### config.mk
export PLATFORM = sky130hd
export DESIGN_NAME = lsu_burst
export DESIGN_NICKNAME = d
export VERILOG_FILES = /design/src/rtl/lsu_burst.sv
export SDC_FILE = /design/constraint.sdc
export NUM_CORES = 1
export LEC_CHECK = 0
export CAP_MARGIN = 20
export CORE_MARGIN = 4
export CORE_UTILIZATION = 34
export DETAILED_ROUTE_END_ITERATION = 7
export PLACE_DENSITY = 0.55
export SLEW_MARGIN = 5
export SYNTH_ARGS = -nofsm -noshare
export SYNTH_HDL_FRONTEND = slang
export SYNTH_SLANG_ARGS = --single-unit
### constraint.sdc
create_clock -name clk -period 2.57 [get_ports clk]
set_input_delay 0.257 -clock clk [delete_from_list [all_inputs] [get_ports clk]]
set_output_delay 0.257 -clock clk [all_outputs]
set_load 0.005 [all_outputs]
### src/rtl/lsu_burst.sv
// lsu_burst: RV32I load/store unit issuing one or two memory beats per access.
// A lane-crossing access is split into an aligned beat plus a follow-up beat at
// the next aligned word; load bytes from both beats are merged little-endian.
module lsu_burst #(
  parameter int ADDR_WIDTH     = 31,
  parameter int DATA_WIDTH     = 31,
  parameter int MISALIGNED_EN  = 1,
  parameter int TIMEOUT_CYCLES = 0
) (
  input  logic                  clk,
  input  logic                  rst,
  input  logic                  clk_en,
  input  logic                  i_start,
  input  logic                  i_store,
  input  logic [2:0]            i_funct3,
  input  logic [ADDR_WIDTH:0]   i_addr,
  input  logic [31:0]           i_store_data,
  output logic                  o_busy,
  output logic                  o_done,
  output logic                  o_err,
  output logic [31:0]           o_load_data,
  output logic                  o_mem_req,
  output logic                  o_mem_we,
  output logic [ADDR_WIDTH:0]   o_mem_addr,
  output logic [(DATA_WIDTH+1)/8-1:0] o_mem_be,
  output logic [DATA_WIDTH:0]   o_mem_wdata,
  input  logic                  i_mem_ready,
  input  logic [DATA_WIDTH:0]   i_mem_rdata
);

  localparam int DBW  = DATA_WIDTH + 1;
  localparam int NB   = DBW / 8;
  localparam int OFFW = (NB == 8) ? 3 : 2;
  localparam logic [31:0] TO_LAST = 32'(TIMEOUT_CYCLES - 1);

  typedef enum logic [1:0] {IDLE, BEAT0, BEAT1, RESP} state_t;

  state_t                state;
  logic                  store_r;
  logic [2:0]            f3_r;
  logic [OFFW-1:0]       off_r;
  logic                  cross_r;
  logic [ADDR_WIDTH:0]   a1_r;
  logic [NB-1:0]         be1_r;
  logic [DBW-1:0]        wd1_r;
  logic [DBW-1:0]        rd0_r;
  logic [31:0]           tcnt;

  logic [OFFW-1:0]       cap_off;
  logic [3:0]            size_mask;
  logic [2*NB-1:0]       cap_be;
  logic [2*DBW-1:0]      cap_wd;
  logic                  cap_cross;
  logic                  cap_err;
  logic [ADDR_WIDTH:0]   cap_a0;
  logic [ADDR_WIDTH:0]   cap_a1;
  logic                  to_hit;

  // Shift the two-beat window right by the byte offset, then size/sign-extend.
  function automatic logic [31:0] ld_ext(input logic [2*DBW-1:0] w,
                                         input logic [OFFW-1:0]  off,
                                         input logic [2:0]       f3);
    logic [2*DBW-1:0] s;
    s = w >> {off, 3'b000};
    case (f3)
      3'b000:  ld_ext = {{24{s[7]}}, s[7:0]};
      3'b001:  ld_ext = {{16{s[15]}}, s[15:0]};
      3'b100:  ld_ext = {24'd0, s[7:0]};
      3'b101:  ld_ext = {16'd0, s[15:0]};
      default: ld_ext = s[31:0];
    endcase
  endfunction

  // Request decode: byte enables and write data laid out over a two-beat window.
  always_comb begin
    cap_off = i_addr[OFFW-1:0];
    case (i_funct3[1:0])
      2'b00:   size_mask = 4'b0001;
      2'b01:   size_mask = 4'b0011;
      default: size_mask = 4'b1111;
    endcase
    cap_be    = {{(2*NB-4){1'b0}}, size_mask} << cap_off;
    cap_wd    = {{(2*DBW-32){1'b0}}, i_store_data} << {cap_off, 3'b000};
    cap_cross = |cap_be[2*NB-1:NB];
    cap_a0    = {i_addr[ADDR_WIDTH:OFFW], {OFFW{1'b0}}};
    cap_a1    = cap_a0 + (ADDR_WIDTH+1)'(NB);
    cap_err   = (i_funct3 == 3'b011) || (i_funct3[2:1] == 2'b11) ||
                (i_store && i_funct3[2]) || (cap_cross && (MISALIGNED_EN == 0));
  end

  assign to_hit    = (TIMEOUT_CYCLES != 0) && (tcnt == TO_LAST);
  assign o_busy    = (state != IDLE);
  assign o_done    = (state == RESP);
  assign o_mem_req = (state == BEAT0) || (state == BEAT1);

  // Main FSM; every register is frozen while clk_en is low.
  always_ff @(posedge clk or negedge rst) begin
    if (!rst) begin
      state       <= IDLE;
      store_r     <= 1'b0;
      f3_r        <= 3'd0;
      off_r       <= '0;
      cross_r     <= 1'b0;
      a1_r        <= '0;
      be1_r       <= '0;
      wd1_r       <= '0;
      rd0_r       <= '0;
      tcnt        <= 32'd0;
      o_err       <= 1'b0;
      o_load_data <= 32'd0;
      o_mem_we    <= 1'b0;
      o_mem_addr  <= '0;
      o_mem_be    <= '0;
      o_mem_wdata <= '0;
    end else if (clk_en) begin
      case (state)
        IDLE: begin
          if (i_start) begin
            store_r <= i_store;
            f3_r    <= i_funct3;
            off_r   <= cap_off;
            cross_r <= cap_cross;
            a1_r    <= cap_a1;
            be1_r   <= cap_be[2*NB-1:NB];
            wd1_r   <= cap_wd[2*DBW-1:DBW];
            tcnt    <= 32'd0;
            if (cap_err) begin
              state       <= RESP;
              o_err       <= 1'b1;
              o_load_data <= 32'd0;
            end else begin
              state       <= BEAT0;
              o_err       <= 1'b0;
              o_mem_we    <= i_store;
              o_mem_addr  <= cap_a0;
              o_mem_be    <= cap_be[NB-1:0];
              o_mem_wdata <= cap_wd[DBW-1:0];
            end
          end
        end
        BEAT0: begin
          if (i_mem_ready) begin
            tcnt <= 32'd0;
            if (cross_r) begin
              state       <= BEAT1;
              rd0_r       <= i_mem_rdata;
              o_mem_addr  <= a1_r;
              o_mem_be    <= be1_r;
              o_mem_wdata <= wd1_r;
            end else begin
              state       <= RESP;
              o_mem_we    <= 1'b0;
              o_mem_be    <= '0;
              o_load_data <= store_r ? 32'd0 :
                             ld_ext({{DBW{1'b0}}, i_mem_rdata}, off_r, f3_r);
            end
          end else if (to_hit) begin
            state       <= RESP;
            o_err       <= 1'b1;
            o_mem_we    <= 1'b0;
            o_mem_be    <= '0;
            o_load_data <= 32'd0;
          end else begin
            tcnt <= tcnt + 32'd1;
          end
        end
        BEAT1: begin
          if (i_mem_ready) begin
            state       <= RESP;
            tcnt        <= 32'd0;
            o_mem_we    <= 1'b0;
            o_mem_be    <= '0;
            o_load_data <= store_r ? 32'd0 :
                           ld_ext({i_mem_rdata, rd0_r}, off_r, f3_r);
          end else if (to_hit) begin
            state       <= RESP;
            o_err       <= 1'b1;
            o_mem_we    <= 1'b0;
            o_mem_be    <= '0;
            o_load_data <= 32'd0;
          end else begin
            tcnt <= tcnt + 32'd1;
          end
        end
        default: begin
          state <= IDLE;
          o_err <= 1'b0;
        end
      endcase
    end
  end

endmodule

* After elaboration in Yosys (flattened, before gate mapping)
Cells that the tools add are included.
** Storage, ports and cells
- Flip-flop bits (word level) :: 211
- Input bits :: 105
- Output and inout port bits :: 105
- Word-level logic and storage cells :: 99
** Operators by class
- $add $sub $neg :: 1
- Equal/unequal tests :: 16
- Shifts and indexed selects :: 4
- Mux-type cells :: 42
- Bitwise gates (word level) :: 1
- Reduce and logical (&&, ||, !) cells :: 20
** Operator list (count)
- 2-to-1 mux 32 bit :: 15
- one-hot mux 32 bit (4 select lines) :: 2
- one-hot mux 32 bit (2 select lines) :: 2
- one-hot mux 32 bit (3 select lines) :: 1
- left shift 32 x 5 -> 64 bit :: 1
- >> shifter 64 x 5 -> 32 bit :: 1
- adder 32 x 3 -> 32 bit, second input constant :: 1
- >> shifter 32 x 5 -> 32 bit :: 1
- 2-to-1 mux 4 bit :: 5
- != test 2 bit, second input constant :: 7
- AND reduction 7 bit :: 2
- one-hot mux 4 bit (3 select lines) :: 1
- AND reduction 6 bit :: 2
- 2-to-1 mux 1 bit :: 8
- 2-to-1 mux 2 bit :: 4
- one-hot mux 4 bit (2 select lines) :: 1
- AND reduction 4 bit :: 2
- left shift 4 x 2 -> 8 bit :: 1
- equality test 2 bit, second input constant :: 3
- equality test 3 bit, second input constant :: 2
- one-hot mux 2 bit (3 select lines) :: 1
- AND reduction 3 bit :: 2
- equality test 2 x 1 -> 1 bit, second input constant :: 2
- zero test 2 bit :: 2
- other kinds (12) :: 15

* Depth between registers and ports, before layout
- Depth in word-level cells :: 6
- Mapped depth :: 12
- Depth with buffers taken out :: 7

* Worst setup path after synthesis
OpenSTA, ideal clock, no wires.
- Path type :: reg-to-reg
- Start point :: reg state[0]
- End point :: reg o_load_data[31]
- Library setup time :: 0.065 ns
- Arrival time :: 2.066 ns
- Data required time :: 2.505 ns
- Path slack :: 0.439 ns
- Stages on the path, launching flop included :: 10
- Path buffers :: 2
- Period minus slack after synthesis :: 2.131 ns
- Cell sequence :: dfrtp_1 > inv_1 > ha_1 > inv_2 > o221ai_2 > or4_1 > buf_2 > buf_6 > a211oi_2 > a2111o_1
** Between the ends
- Cells in the longest elaborated chain, start to end :: 3
- Elaborated cells on any way between the ends :: 11
- Classes of those cells :: eq/ne (7); mux (1); reduce/logical (3)
** Ends and longest elaborated chain
- start, declared :: line 38 : state_t state;
- start signal, assigned :: line 99 : state <= IDLE;
- start signal, assigned :: line 128 : state <= RESP;
- start signal, assigned :: line 132 : state <= BEAT0;
- equality test 2 x 1 -> 1 bit, or another cell as far along :: line 116 : case (state)
- != test 2 bit (no line) or nonzero test 3 bit (tied branches)
- AND reduction 7 bit (no line)
- end signal, assigned :: line 154 : o_load_data <= store_r ? 32'd0 :
- end signal, assigned :: line 173 : o_load_data <= store_r ? 32'd0 :
- end, declared :: line 21 : output logic [31:0] o_load_data,
Parallel ways exist; a longest one is shown, timed or not.
A chain may end at the register's enable or synchronous reset.

* Worst setup path after layout
- Start point :: reg state[0]
- End point :: reg o_load_data[21]
Same word-level chain as after synthesis.

==> flow_summary.json <==
{
  "outcome": "complete, no violations",
  "die-height_um": 187,
  "worst_slack_ps": 241,
  "cts_sinks": 198,
  "die_area_mm2": 0.0349,
  "row_count": 65,
  "period_minus_slack_ps": 2330,
  "fin_nets": 1409,
  "drv_cap": 0,
  "yosysTopAreaCellShare_pct": 45.6,
  "critical_path.cell_chain": "inv_1 > ha_2 > inv_1 > a31o_1 > or4_1 > buf_4 > a211oi_1 > a2111o_1",
  "cp_top_family": "compound AO/OA/AOI/OAI gates",
  "max_stage_delay_ps": 470,
  "yosysSeqAreaShare_pct": 45.6,
  "dp_hpwl_mm": 25.2,
  "core_area_mm2": 0.0316,
  "worstReg2RegStart": "state[0]$_DFFE_PN0P_",
  "cts_buffers": 17,
  "post_cts_buffers": 0,
  "ant_nets": 0,
  "synth_area_per_cell_um2": 9.83,
  "synthTopCellsByArea": "dfrtp_1, mux2_2, mux2i_1",
  "drc": 0,
  "synth_cells": 1105,
  "port_buffers": 207,
  "finalSetupViolations": 0,
  "critPathBufInv": 3,
  "wl_mm": 34.8,
  "hold_ws_ps": 314,
  "die_w_um": 187,
  "relSlewSlack_pct": 41.3,
  "synth_ff_type": "dfrtp_1",
  "async_reset_ff_share_pct": 100,
  "hold_violations": 0,
  "reg2reg_to": "o_load_data[21]$_DFFE_PN0P_",
  "grt_start_max_net_pins": 77,
  "clk_latency_ps": 450,
  "rr_worst_depth": 8,
  "rsz0062_at_grt": "false",
  "antenna_found_initial": 4,
  "required_ps": 2950,
  "peakVddDrop_mv": 0.529,
  "ff2ff_setup_slack_ps": 240,
  "vias": 9197,
  "ys_ff_latch": 198,
  "worstPathArrival_ps": 2710,
  "crit_path_start_kind": "flop",
  "syn_area_mm2": 0.0109,
  "regArea_mm2": 0.00496,
  "clock-skew-final_ps": 14.6,
  "initial_core_util_pct": 34.4,
  "leakage_nw": 6.02,
  "crit_slowest_cell": "or4_1",
  "setup_tns_ps": 0,
  "yosys_warnings": 0,
  "cts-root-buf": "clkbuf_16",
  "critPathCaptureType": "flop",
  "post-route-period-util_pct": 90.6,
  "io_pins": 210,
  "firstDrtPassIters": 5,
  "fmax_mhz": 429,
  "syn_to_final_growth_pct": 30.6,
  "worst_path_most_repeated_cell": "inv_1",
  "viasPerCell": 5.36,
  "cp_max_fo": 15,
  "cts_tree": "done",
  "grt.total_usage_pct": 19.8,
  "place.gp.congestion": 0.850,
  "tightest_slew_ps": 873,
  "wire_per_inst_um": 20.3,
  "layout-drive-gt1-share_pct": 15.1,
  "critPathKind": "reg2reg",
  "cts_buffer_depth": 2,
  "multiInputGateArea_mm2": 0.00549,
  "synth_edf_count": 0,
  "synth_top_cell_by_area": "dfrtp_1",
  "slew_viol_final": 0,
  "grt_pass1_vias": 9501,
  "dp_worst_setup_slack_ps": 188,
  "final_cell_mix": "clkdlybuf4s50_1, dfrtp_1, nand2_1",
  "cts_max_level": 4,
  "ys_types": 62,
  "drtIter0Drc": 543,
  "cellPowerDensity_mw_per_mm2": 1100,
  "grt_overflow_total": 0,
  "clkSlewWorstSetupHoldPaths_ps": 80,
  "hold_path_class": "in2async",
  "grt_pass1_wl_mm": 55.6,
  "fillers": 3055,
  "final_common_cell": "clkdlybuf4s50_1"
}
kinds of logic after synthesis:
group                    share of synthesized area [%]
XOR/XNOR                                          2.10
AND/OR/NAND/NOR                                   13.2
adder cells (fa/ha/maj)                          0.576
flip-flops                                        45.6
other                                           0.0345
AO/OA/AOI/OAI                                     18.8
multiplexers                                      15.5
buffers and inverters                             4.15
per-layer routing:
| metal | up-vias | wire [um] | track usage [%] |
|---|---|---|---|
| li1 | 4396 | - | - |
| met1 | 4464 | 15600 | 26.5 |
| met2 | 282 | 16000 | 31.5 |
| met3 | 49 | 2420 | 5.99 |
| met4 | 6 | 694 | 5.43 |
| met5 | - | 48 | 0 |
power by group:
group | internal (mW) | leakage (nW) | switching [mW]
registers | 4.46 | 2.50 | 0.971
clock network | 1.53 | 0.292 | 1.29
logic | 3.61 | 3.22 | 3.74
total | 9.61 | 6.02 | 6.00
final cells by class:
| class | instances | share of cell area, % |
|---|---|---|
| antenna | 1 | 0.0176 |
| clock buffer | 21 | 3.31 |
| clock inverter | 11 | 0.961 |
| inverter | 13 | 0.344 |
| multi-input combinational | 806 | 38.7 |
| sequential | 198 | 34.9 |
| tap | 402 | 3.54 |
| timing repair buffer | 263 | 18.2 |
Yosys cell counts, drive strengths merged, types with 4 or more instances:
library cell,instances
a31oi,5
dfrtp,198
or3,4
xnor2,4
nand2b,4
xor2,22
o31ai,12
clkbuf,55
a22oi,11
inv,12
o221ai,8
nor3,7
nand2,153
and2,4
nand4,10
nand3,23
a22o,8
buf,34
nor2,87
a2111o,15
ha,5
mux2i,75
mux2,79
o21ai,109
a221o,15
a21oi,60
nor2b,6
and3,6
a221oi,17
a211oi,18
a32o,7
sequential cells by signal, summed over array words and instances (netlist names):
name and flops:
store_r 1, o_load_data 32, o_mem_wdata 32, off_r 2
o_mem_we 1, o_err 1, a1_r 30, wd1_r 24
f3_r 3, be1_r 3, cross_r 1, rd0_r 32
state 2, o_mem_be 4, o_mem_addr 30
through the flow:
stage	area, um^2	std cells	power, mW	util [%]
final	14200	1715	15.6	45.0
after global routing	14200	1715	16.7	45.0
after CTS	14200	1714	15.7	45.0
after detailed placement	13600	1681	12.8	43.0
after global placement	13600	1681	12.8	43.0
after floorplan	10900	1106	9.48	-
how the worst max path moves through the flow:
stage / slack (ps) / cells after the start / endpoint / from
after floorplan: 440 / 9 / o_load_data[31]$_DFFE_PN0P_ / state[0]$_DFFE_PN0P_
after global placement: 230 / 7 / o_load_data[21]$_DFFE_PN0P_ / i_funct3[1]
after detailed placement: 190 / 8 / o_load_data[21]$_DFFE_PN0P_ / state[0]$_DFFE_PN0P_
after CTS: 160 / 8 / o_load_data[21]$_DFFE_PN0P_ / state[0]$_DFFE_PN0P_
after global routing: 40 / 8 / o_mem_addr[4]$_DFFE_PN0P_ / state[0]$_DFFE_PN0P_
final: 240 / 8 / o_load_data[21]$_DFFE_PN0P_ / state[0]$_DFFE_PN0P_
repair_timing:
| item | in CTS | in global routing |
|---|---|---|
| endpoints found under the setup margin | 0 | 7 |
| hold buffers | 1 | 0 |
| resized for setup | 0 | 1 |
| hold endpoints to repair | 45 | 0 |
(Power assumes the default switching activity.)
